$ cat src/rtl/argmax_layer.sv
// argmax_layer: final classification stage. Consumes IN_SIZE signed class
// scores as a serial stream, tracks the running maximum and reports the
// 0-based arrival index of the largest score (earliest index wins ties).
//
// Optional feature macro: ARGMAX_MAX_VALUE_EN adds the max_value output.
//
// Ports:
//   clk           rising-edge clock
//   reset_n       asynchronous active-low reset
//   start_argmax  one-cycle pulse, begins (or restarts) an inference
//   data_valid    class_in carries a valid score this cycle
//   class_in      signed class score
//   finish_argmax one-cycle done pulse (registered)
//   index_out     index of the maximum score (registered, held until next result)
//   max_value     maximum score (registered, only with ARGMAX_MAX_VALUE_EN)
module argmax_layer #(
   parameter int unsigned IN_SIZE     = 10,
   parameter int unsigned DATA_WIDTH  = 16,
   parameter int unsigned INDEX_WIDTH = 4
) (
   input  logic                          clk,
   input  logic                          reset_n,
   input  logic                          start_argmax,
   input  logic                          data_valid,
   input  logic signed [DATA_WIDTH-1:0]  class_in,
`ifdef ARGMAX_MAX_VALUE_EN
   output logic signed [DATA_WIDTH-1:0]  max_value,
`endif
   output logic                          finish_argmax,
   output logic        [INDEX_WIDTH-1:0] index_out
);

   localparam int unsigned CNT_W = (IN_SIZE > 32'd1) ? 32'($clog2(IN_SIZE)) : 32'd1;

   typedef enum logic [1:0] {
      IDLE  = 2'd0,
      ACCUM = 2'd1,
      DONE  = 2'd2
   } state_t;

   state_t                        state_q, state_d;
   logic        [CNT_W-1:0]       cnt_q, cnt_d;
   logic signed [DATA_WIDTH-1:0]  max_q, max_d;
   logic        [INDEX_WIDTH-1:0] ridx_q, ridx_d;
   logic        [INDEX_WIDTH-1:0] index_d;
   logic                          finish_d;
   logic                          take_new;
   logic                          last_sample;
`ifdef ARGMAX_MAX_VALUE_EN
   logic signed [DATA_WIDTH-1:0]  max_value_d;
`endif

   // State and datapath registers
   always_ff @(posedge clk or negedge reset_n) begin
      if (!reset_n) begin
         state_q       <= IDLE;
         cnt_q         <= '0;
         max_q         <= '0;
         ridx_q        <= '0;
         finish_argmax <= 1'b0;
         index_out     <= '0;
`ifdef ARGMAX_MAX_VALUE_EN
         max_value     <= '0;
`endif
      end else begin
         state_q       <= state_d;
         cnt_q         <= cnt_d;
         max_q         <= max_d;
         ridx_q        <= ridx_d;
         finish_argmax <= finish_d;
         index_out     <= index_d;
`ifdef ARGMAX_MAX_VALUE_EN
         max_value     <= max_value_d;
`endif
      end
   end

   // Next-state and datapath update
   always_comb begin
      state_d     = state_q;
      cnt_d       = cnt_q;
      max_d       = max_q;
      ridx_d      = ridx_q;
      index_d     = index_out;
      finish_d    = 1'b0;
`ifdef ARGMAX_MAX_VALUE_EN
      max_value_d = max_value;
`endif
      // Sample 0 always loads so all-negative streams resolve correctly;
      // strict '>' keeps the earliest index on ties.
      take_new    = (cnt_q == '0) || (class_in > max_q);
      last_sample = (cnt_q == CNT_W'(IN_SIZE - 1));

      if (start_argmax) begin
         // Start wins over data_valid in any state; the same-cycle sample is dropped.
         state_d = ACCUM;
         cnt_d   = '0;
         max_d   = '0;
         ridx_d  = '0;
      end else begin
         case (state_q)
            IDLE: begin
               state_d = IDLE;
            end
            ACCUM: begin
               if (data_valid) begin
                  if (take_new) begin
                     max_d  = class_in;
                     ridx_d = INDEX_WIDTH'(cnt_q);
                  end
                  cnt_d = cnt_q + CNT_W'(1);
                  if (last_sample) begin
                     state_d     = DONE;
                     cnt_d       = '0;
                     finish_d    = 1'b1;
                     index_d     = ridx_d;
`ifdef ARGMAX_MAX_VALUE_EN
                     max_value_d = max_d;
`endif
                  end
               end
            end
            DONE: begin
               state_d = IDLE;
            end
            default: begin
               state_d = IDLE;
            end
         endcase
      end
   end

endmodule

$ cat config.mk
export PLATFORM = sky130hd
export DESIGN_NAME = argmax_layer
export DESIGN_NICKNAME = d
export VERILOG_FILES = /design/src/rtl/argmax_layer.sv
export SDC_FILE = /design/constraint.sdc
export NUM_CORES = 1
export LEC_CHECK = 0
export ABC_CLOCK_PERIOD_IN_PS = 5670
export CAP_MARGIN = 20
export CORE_AREA = 2 2 77 86
export CTS_BUF_LIST = sky130_fd_sc_hd__clkbuf_8
export CTS_CLUSTER_DIAMETER = 100
export DETAILED_ROUTE_END_ITERATION = 12
export DIE_AREA = 0 0 79 88
export SYNTH_ARGS = -nofsm -noshare
export SYNTH_HDL_FRONTEND = slang
export SYNTH_SLANG_ARGS = --single-unit
$ cat constraint.sdc
create_clock -name clk -period 5.67 [get_ports clk]
set_input_delay 0.567 -clock clk [delete_from_list [all_inputs] [get_ports clk]]
set_output_delay 0.567 -clock clk [all_outputs]
set_load 0.05 [all_outputs]
==> Word level (Yosys, flattened, before mapping) <==
Index checks and enable logic that the tools add are counted.
{ "classes": {"n_reduce_logical": 9, "mux": 20, "n_eq_ne": 4, "n_addsub": 1, "magnitude_cmp": 1, "n_bitwise": 1} }
{ "ops": {"columns": ["operator", "count"], "rows": [
  ["16-bit 2-to-1 mux", 4],
  ["4-bit 2-to-1 mux", 8],
  ["16-bit greater-than comparator", 1],
  ["2-bit 2-to-1 mux", 4],
  ["3-bit != test, second input constant", 2],
  ["2-bit nonzero test", 3],
  ["4-bit by 1-bit adder with 4-bit output, second input constant", 1],
  ["4-bit equality test, second input constant", 1],
  ["4-bit zero test", 1],
  ["1-bit 2-to-1 mux", 4],
  ["2-bit AND reduction", 2],
  ["4-bit AND reduction", 1],
  ["3-bit AND reduction", 1],
  ["2-bit by 1-bit equality test with 1-bit output, second input constant", 1],
  ["1-bit logical OR", 1],
  ["1-bit inverter", 1]
]} }
{ "totals": {"register_bits": 31, "output_inout_bits": 5, "wordCells": 42} }

==> Longest topological paths before layout <==
Gate-level depths: netlist of the first run.
{ "logic_depth": {"word_depth": 6, "mapped_depth": 10, "depth_no_buf": 8} }

==> Worst setup path before layout of the first run <==
Ideal clock, no wire load.
{ "synth_path": {"kind": "input to register", "from": "input port class_in[15]", "to": "register max_q[10]", "setup_time_ns": 0.123, "t_arrival_ns": 2.590, "path_stages": 9, "path_buffers": 2, "path_slack_ns": 2.957, "path_cell_list": "ha_1 -> nand4_4 -> or4_4 -> a21oi_2 -> nor2_2 -> mux2_2 -> buf_6 -> buf_8 -> mux2i_1"} }
{ "synth_via": {"elab_chain_len": 4} }
{ "synth_rtl": {"columns": ["item", "line_no", "source"], "rows": [
  ["from (decl)", "25", "input logic signed [DATA_WIDTH-1:0] class_in,"],
  ["16-bit greater-than comparator", "91", "take_new = (cnt_q == '0) || (class_in > max_q);"],
  ["1-bit logical OR", "91", null],
  ["2-bit nonzero test (no source line)", null, null],
  ["3-bit AND reduction (no source line)", null, null],
  ["to (signal assigned)", "68", "max_q <= max_d;"],
  ["to (decl)", "43", "logic signed [DATA_WIDTH-1:0] max_q, max_d;"]
]} }
Every way passes these cells.
A chain may end at the register's enable or synchronous reset.

==> Worst setup path after layout of the first run <==
{ "layout_path": {"from": "input port class_in[15]", "to": "register max_q[5]"} }
The elaborated chain is that of the path after synthesis.

==> results.toml, run 1 <==
[placement]
dp.cells = 314
gp_congestion = 0.8335
port_buffers = 24
dp_hpwl_um = 2902

[yosys]
ys_seq_elements = 31
synth_area_per_cell_um2 = 9.610
synth_cell_types = 40
syn-num-nets = 255
yosys.area.top_type = "dfrtp_1"
synth.area.top_cells = "dfrtp_1, ha_1, nand2b_1"
synth_top_family_by_area = "simple AND/OR/NAND/NOR gates"
synth_simple_gate_area_frac = 0.2399
ys_warn_count = 0
syn_area_mm2 = 0.002076
synth_compound_area_frac = 0.1055
synth-xor-area-share = 0
syn-instance-count = 216
synth_top_area_frac = 0.3737
seq_area_frac_synth = 0.3737
synthAdderAreaFrac = 0.1145
muxShareOfSynthArea = 0.1067

[final_layout]
drive_gt1_frac = 0.06612
nFillCells = 620
fin_nets = 280
diodes = 0
area_delta_synth_final_pct = 20.43
fin_cells = 322

[global_routing]
grt_overflow_total = 0
grt_max_degree = 47
track_usage = 0.1307
grt_pass1_wl_um = 7120
antenna_found_initial = 0
grt_pass1_vias = 1531

[critical_path]
crit_chain = "clkdlybuf4s50_1, ha_1, nand4_4, nor2_1, a311oi_1, and3_1, mux2_2, mux2i_1"
slowest_stage = "mux2_2"
start_kind = "primary input"
critPathCaptureType = "flip-flop"
max_stage_delay_ps = 580
cp.required_ps = 5810
crit_fanout = 18
setup.worst_path.class = "primary input to flip-flop"
cp_data_arrival_time_ps = 3210

[routing]
routed_wirelength_um = 3987
vias = 1559
first_pass_iters = 4
drt_iter0_markers = 93
avgViaCountPerCell = 4.842
wl_per_cell_um = 12.38
drt.antenna.violating_nets = 0
drc_errors = 0

[timing]
worstMarginPinSlew_ps = 913.8
whs_ps = 531.8
finalSetupTns_ps = 0
relSlewSlack = 0.3857
max_freq_ghz = 0.3257
period_share = 0.5414
fin_crit_ps = 3070
fin_skew_ps = 5.095
setup_violations = 0
finalHoldViolations = 0
rsz0062_at_grt = "false"
final_max_slew_viol_count = 0

[clock_tree]
cts-htree-levels = 2
insertion_delay_ps = 280
cts.repair.resized = 0
hold_buffers = 0
clock-sinks = 31
cts.path.max_buffers = 2
cts_tree = "yes"
cts_buffers = 5
ctsRootBufferMaster = "clkbuf_8"
clkTransAtPathRegs_ps = 70
post_cts_buffers = 0

[pwr]
leakagePower_nw = 1.091
vdd_drop_max_mv = 0.08415
powerDensity_mw_per_mm2 = 237.6

[min_path]
hold_path.class = "flip-flop to flip-flop"

[job]
maxCapViolations = 0

[die]
die-area_mm2 = 0.006952
core_mm2 = 0.006081
die_w_um = 79
die_h_um = 88
io_pins = 25
initial_utilization = 0.3414
placementRows = 30

[outcome]
status = "completed"
-- registers in the layout (all words and copies together), names as in the netlist --
name and cells:
cnt_q 4, state_q 2, index_out 4, ridx_q 4
max_q 16, finish_argmax 1
-- metal layers --
layer,global-route usage,wire length (um)
met1,0.1622,1897
met4,0.05643,74
met2,0.2180,1889
met5,0,0
met3,0.03093,126
-- critical path: cells and delay by family --
family	cells	cell delay, ps
adders and majority gates	1	400
buffers and inverters	1	440
muxes	2	780
AOI/OAI and AO/OA	1	460
and+or+nand+nor	3	550
-- per-stage QoR --
stage	util	worst slack [ps]	instance area, um^2	power [mW]
3_5_place_dp	0.3918	2274	2382	0.3729
3_3_place_gp	0.3918	2301	2382	0.3709
2_1_floorplan	-	2957	2076	0.3365
4_1_cts	0.4111	2567	2500	0.6042
6_report	0.4111	2600	2500	0.5940
5_1_grt	0.4111	2320	2500	0.6319
-- power breakdown --
group | internal [mW] | switching [mW] | total, mW
clock network | 0.142 | 0.0855 | 0.228
registers | 0.234 | 0.00824 | 0.242
logic | 0.0586 | 0.0654 | 0.124
total | 0.435 | 0.159 | 0.594
-- area by class of cell --
cell class,count,area (um^2),share of cell area
clock inverters,2,35.03,0.01401
flip-flops and latches,31,775.7,0.3103
well taps,80,100.1,0.04004
repair buffers,26,255.2,0.1021
multi-input cells,157,1176,0.4705
clock buffers,6,82.58,0.03303
inverters,20,75.07,0.03003
-- synth_stat cells (all sizes together) --
cell type,number
ha,19
nand2b,36
or4,1
o22ai,1
nand2,10
a22oi,1
buf,2
mux2i,21
o21ba,1
mux2,1
and2,2
a311oi,1
nor3,6
nor4,3
o21a,1
a31oi,1
nor3b,1
dfrtp,31
nand4,6
clkbuf,6
a21oi,9
o32ai,2
o21bai,1
a21o,2
nor2,15
o211ai,2
and3,1
a32o,2
or2b,1
a2111o,1
nand3,1
o2111a,2
nor2b,3
o21ai,3
inv,20
-- cells by family after synthesis --
family          after synthesis
flops                        31
fa+ha+maj                    19
simple gates                 86
buf+inv                      28
mux                          22
compound gates               30
-- worst paths after layout --
path	from	to	slack, ps	cells past startpoint
worst max-delay path	class_in[15]	max_q[5]	2600	8
worst min-delay path	ridx_q[2]	index_out[2]	530	2
worst max register to register	max_q[15]	max_q[5]	2970	8
worst min register to register	ridx_q[2]	index_out[2]	530	2
max in group asynchronous	reset_n	cnt_q[3]	4680	2
min in group asynchronous	reset_n	max_q[4]	680	2
-- placed cells by master (no fill, tap or decap), types with 2 or more instances in the layout --
cell type        instances
and2_1                   2
nand4_1                  5
ha_1                    19
a32o_1                   2
o211ai_1                 2
mux2i_1                 21
o2111a_1                 2
nor2_1                  14
clkbuf_8                 6
inv_1                   20
nand2_1                 10
nand2b_1                36
nor3_1                   6
o21ai_0                  3
dfrtp_1                 31
o32ai_1                  2
clkdlybuf4s50_1         24
buf_4                    2
a21o_1                   2
nor2b_1                  3
a21oi_1                  8
nor4_1                   2
Note: power is estimated with default switching activity, not from simulation.
==> run 2, diff against run 1 <==
ABC_CLOCK_PERIOD_IN_PS = 3030   (was 5670)
clock period = 3.03 ns   (was 5.67 ns; I/O delays follow)
==> run 2 against run 1 <==
Final cell count up 1.6%; setup slack got worse by 2200 ps; core utilization about the same; clock power grew 34%; design area about the same; worst hold slack got worse by 110 ps; first-iteration DRC count down 5.4%; power is 68% higher; routed wire length up 4.4%; critical path depth down 1; clock skew rose by 0.77 ps; non-clock buffer count increased by 5; critical endpoint is now max_q[14]; largest cell class unchanged.
==> results.toml, run 2 (synthesis results as in run 1) <==
[pwr]
power_frac_comb = 0.240
vdd_drop_max_mv = 0.1423
swShare = 0.2922
clkPwrFrac = 0.305
leakagePower_nw = 1.106
p_total_uw = 999.9
power.internal_uw = 707.7
p_sw_uw = 292.1
seqPwrFrac = 0.454
powerDensity_mw_per_mm2 = 399.8

[critical_path]
setup.worst_path.class = "primary input to flip-flop"
cp.required_ps = 3230
reg2regPathDepth = 7
critPathCaptureType = "flip-flop"
slowest_stage = "mux2_2"
crit_fanout = 18
cp_data_arrival_time_ps = 2840
max_stage_delay_ps = 630
start_kind = "primary input"
crit_chain = "clkdlybuf4s50_1, ha_1, nand4_4, a2111o_1, and3_1, mux2_2, mux2i_1"
reg2reg_slack_ps = 470

[global_routing]
grt_pass1_vias = 1590
antenna_found_initial = 0
grt_overflow_total = 0
track_usage = 0.1343
grt_pass1_wl_um = 7300
grt_max_degree = 46

[timing]
setup_violations = 0
final_max_slew_viol_count = 0
period_share = 0.8720
rsz0062_at_grt = "false"
fin_crit_ps = 2642
whs_ps = 424.4
relSlewSlack = 0.6090
finalHoldViolations = 0
max_freq_ghz = 0.3785
fin_skew_ps = 5.863
worstMarginPinSlew_ps = 586.5
finalSetupTns_ps = 0

[final_layout]
largest_reg_flops = 16
final_common_cell = "nand2b_1"
fin_nets = 285
stdcell_area_mm2 = 0.002501
final_core_util = 0.4113
area_delta_synth_final_pct = 20.49
regMostFlops = "max_q"
nFillCells = 621
final_cell_mix = "nand2b_1, dfrtp_1, clkdlybuf4s50_1"
diodes = 0
drive_gt1_frac = 0.07692

[job]
maxCapViolations = 0

[outcome]
status = "completed"

[clock_tree]
cts_tree = "yes"
clkTransAtPathRegs_ps = 70
ctsRootBufferMaster = "clkbuf_8"
cts-htree-levels = 2
hold_buffers = 0
insertion_delay_ps = 280
cts.repair.resized = 0
post_cts_buffers = 0
cts_buffers = 5
cts.path.max_buffers = 2
clock-sinks = 31

[routing]
drc_errors = 0
first_pass_iters = 4
vias = 1560
avgViaCountPerCell = 4.771
wl_per_cell_um = 12.73
drt.antenna.violating_nets = 0
routed_wirelength_um = 4164
drt_iter0_markers = 88

[placement]
port_buffers = 24
dp_hpwl_um = 2987
gp_congestion = 0.8016
postPlaceCellArea_mm2 = 0.002420

[die]
die_h_um = 88
die-area_mm2 = 0.006952
die_w_um = 79
initial_utilization = 0.3414
core_mm2 = 0.006081
io_pins = 25
placementRows = 30

[min_path]
hold_path.class = "primary input to asynchronous set/reset pin"
run 2: layer usage:
layer,track usage,vias up,wire length (um)
met5,0,-,0
met2,0.2311,19,2036
met4,0.05172,0,43
li1,-,803,-
met1,0.1628,736,1967
met3,0.03196,2,117
run 2: worst max-delay path: cells and delay by family:
family	cells	cell delay, ps
AOI/OAI and AO/OA	1	460
and+or+nand+nor	2	400
adders and majority gates	1	350
buffers and inverters	1	440
muxes	2	880
run 2: final timing paths:
kind | from | end
max | class_in[15] | max_q[14]
min | reset_n | max_q[5]
max reg2reg | max_q[14] | max_q[14]
min reg2reg | ridx_q[3] | index_out[3]
max in group asynchronous | reset_n | state_q[0]
min in group clk | ridx_q[3] | index_out[3]
run 2: power by group through the flow:
stage,clock network (mW),logic (mW),registers (mW)
global route,0.336,0.272,0.457
finish,0.305,0.240,0.454
CTS,0.320,0.244,0.455
detailed placement,0,0.243,0.462
floorplan,0,0.173,0.457
global placement,0,0.240,0.461
run 2: final cells by class:
| class | instances | area (um^2) | area share |
|---|---|---|---|
| clock inverters | 3 | 12.51 | 0.005002 |
| multi-input cells | 157 | 1176 | 0.4702 |
| flip-flops and latches | 31 | 775.7 | 0.3102 |
| inverters | 20 | 75.07 | 0.03001 |
| clock buffers | 5 | 68.82 | 0.02751 |
| repair buffers | 31 | 292.8 | 0.1171 |
| well taps | 80 | 100.1 | 0.04002 |
run 2: stage by stage:
stage,std cells,worst slack (ps)
after floorplan,216,524.4
after global placement,319,81.46
after detailed placement,319,54.22
after CTS,327,358.9
after global routing,327,180.1
final,327,388.0
==> run 3, diff against run 2 <==
SLEW_MARGIN = 30   (was unset)
==> results of run 3 <==
Final layout, timing and power as in run 2 (identical DEF).
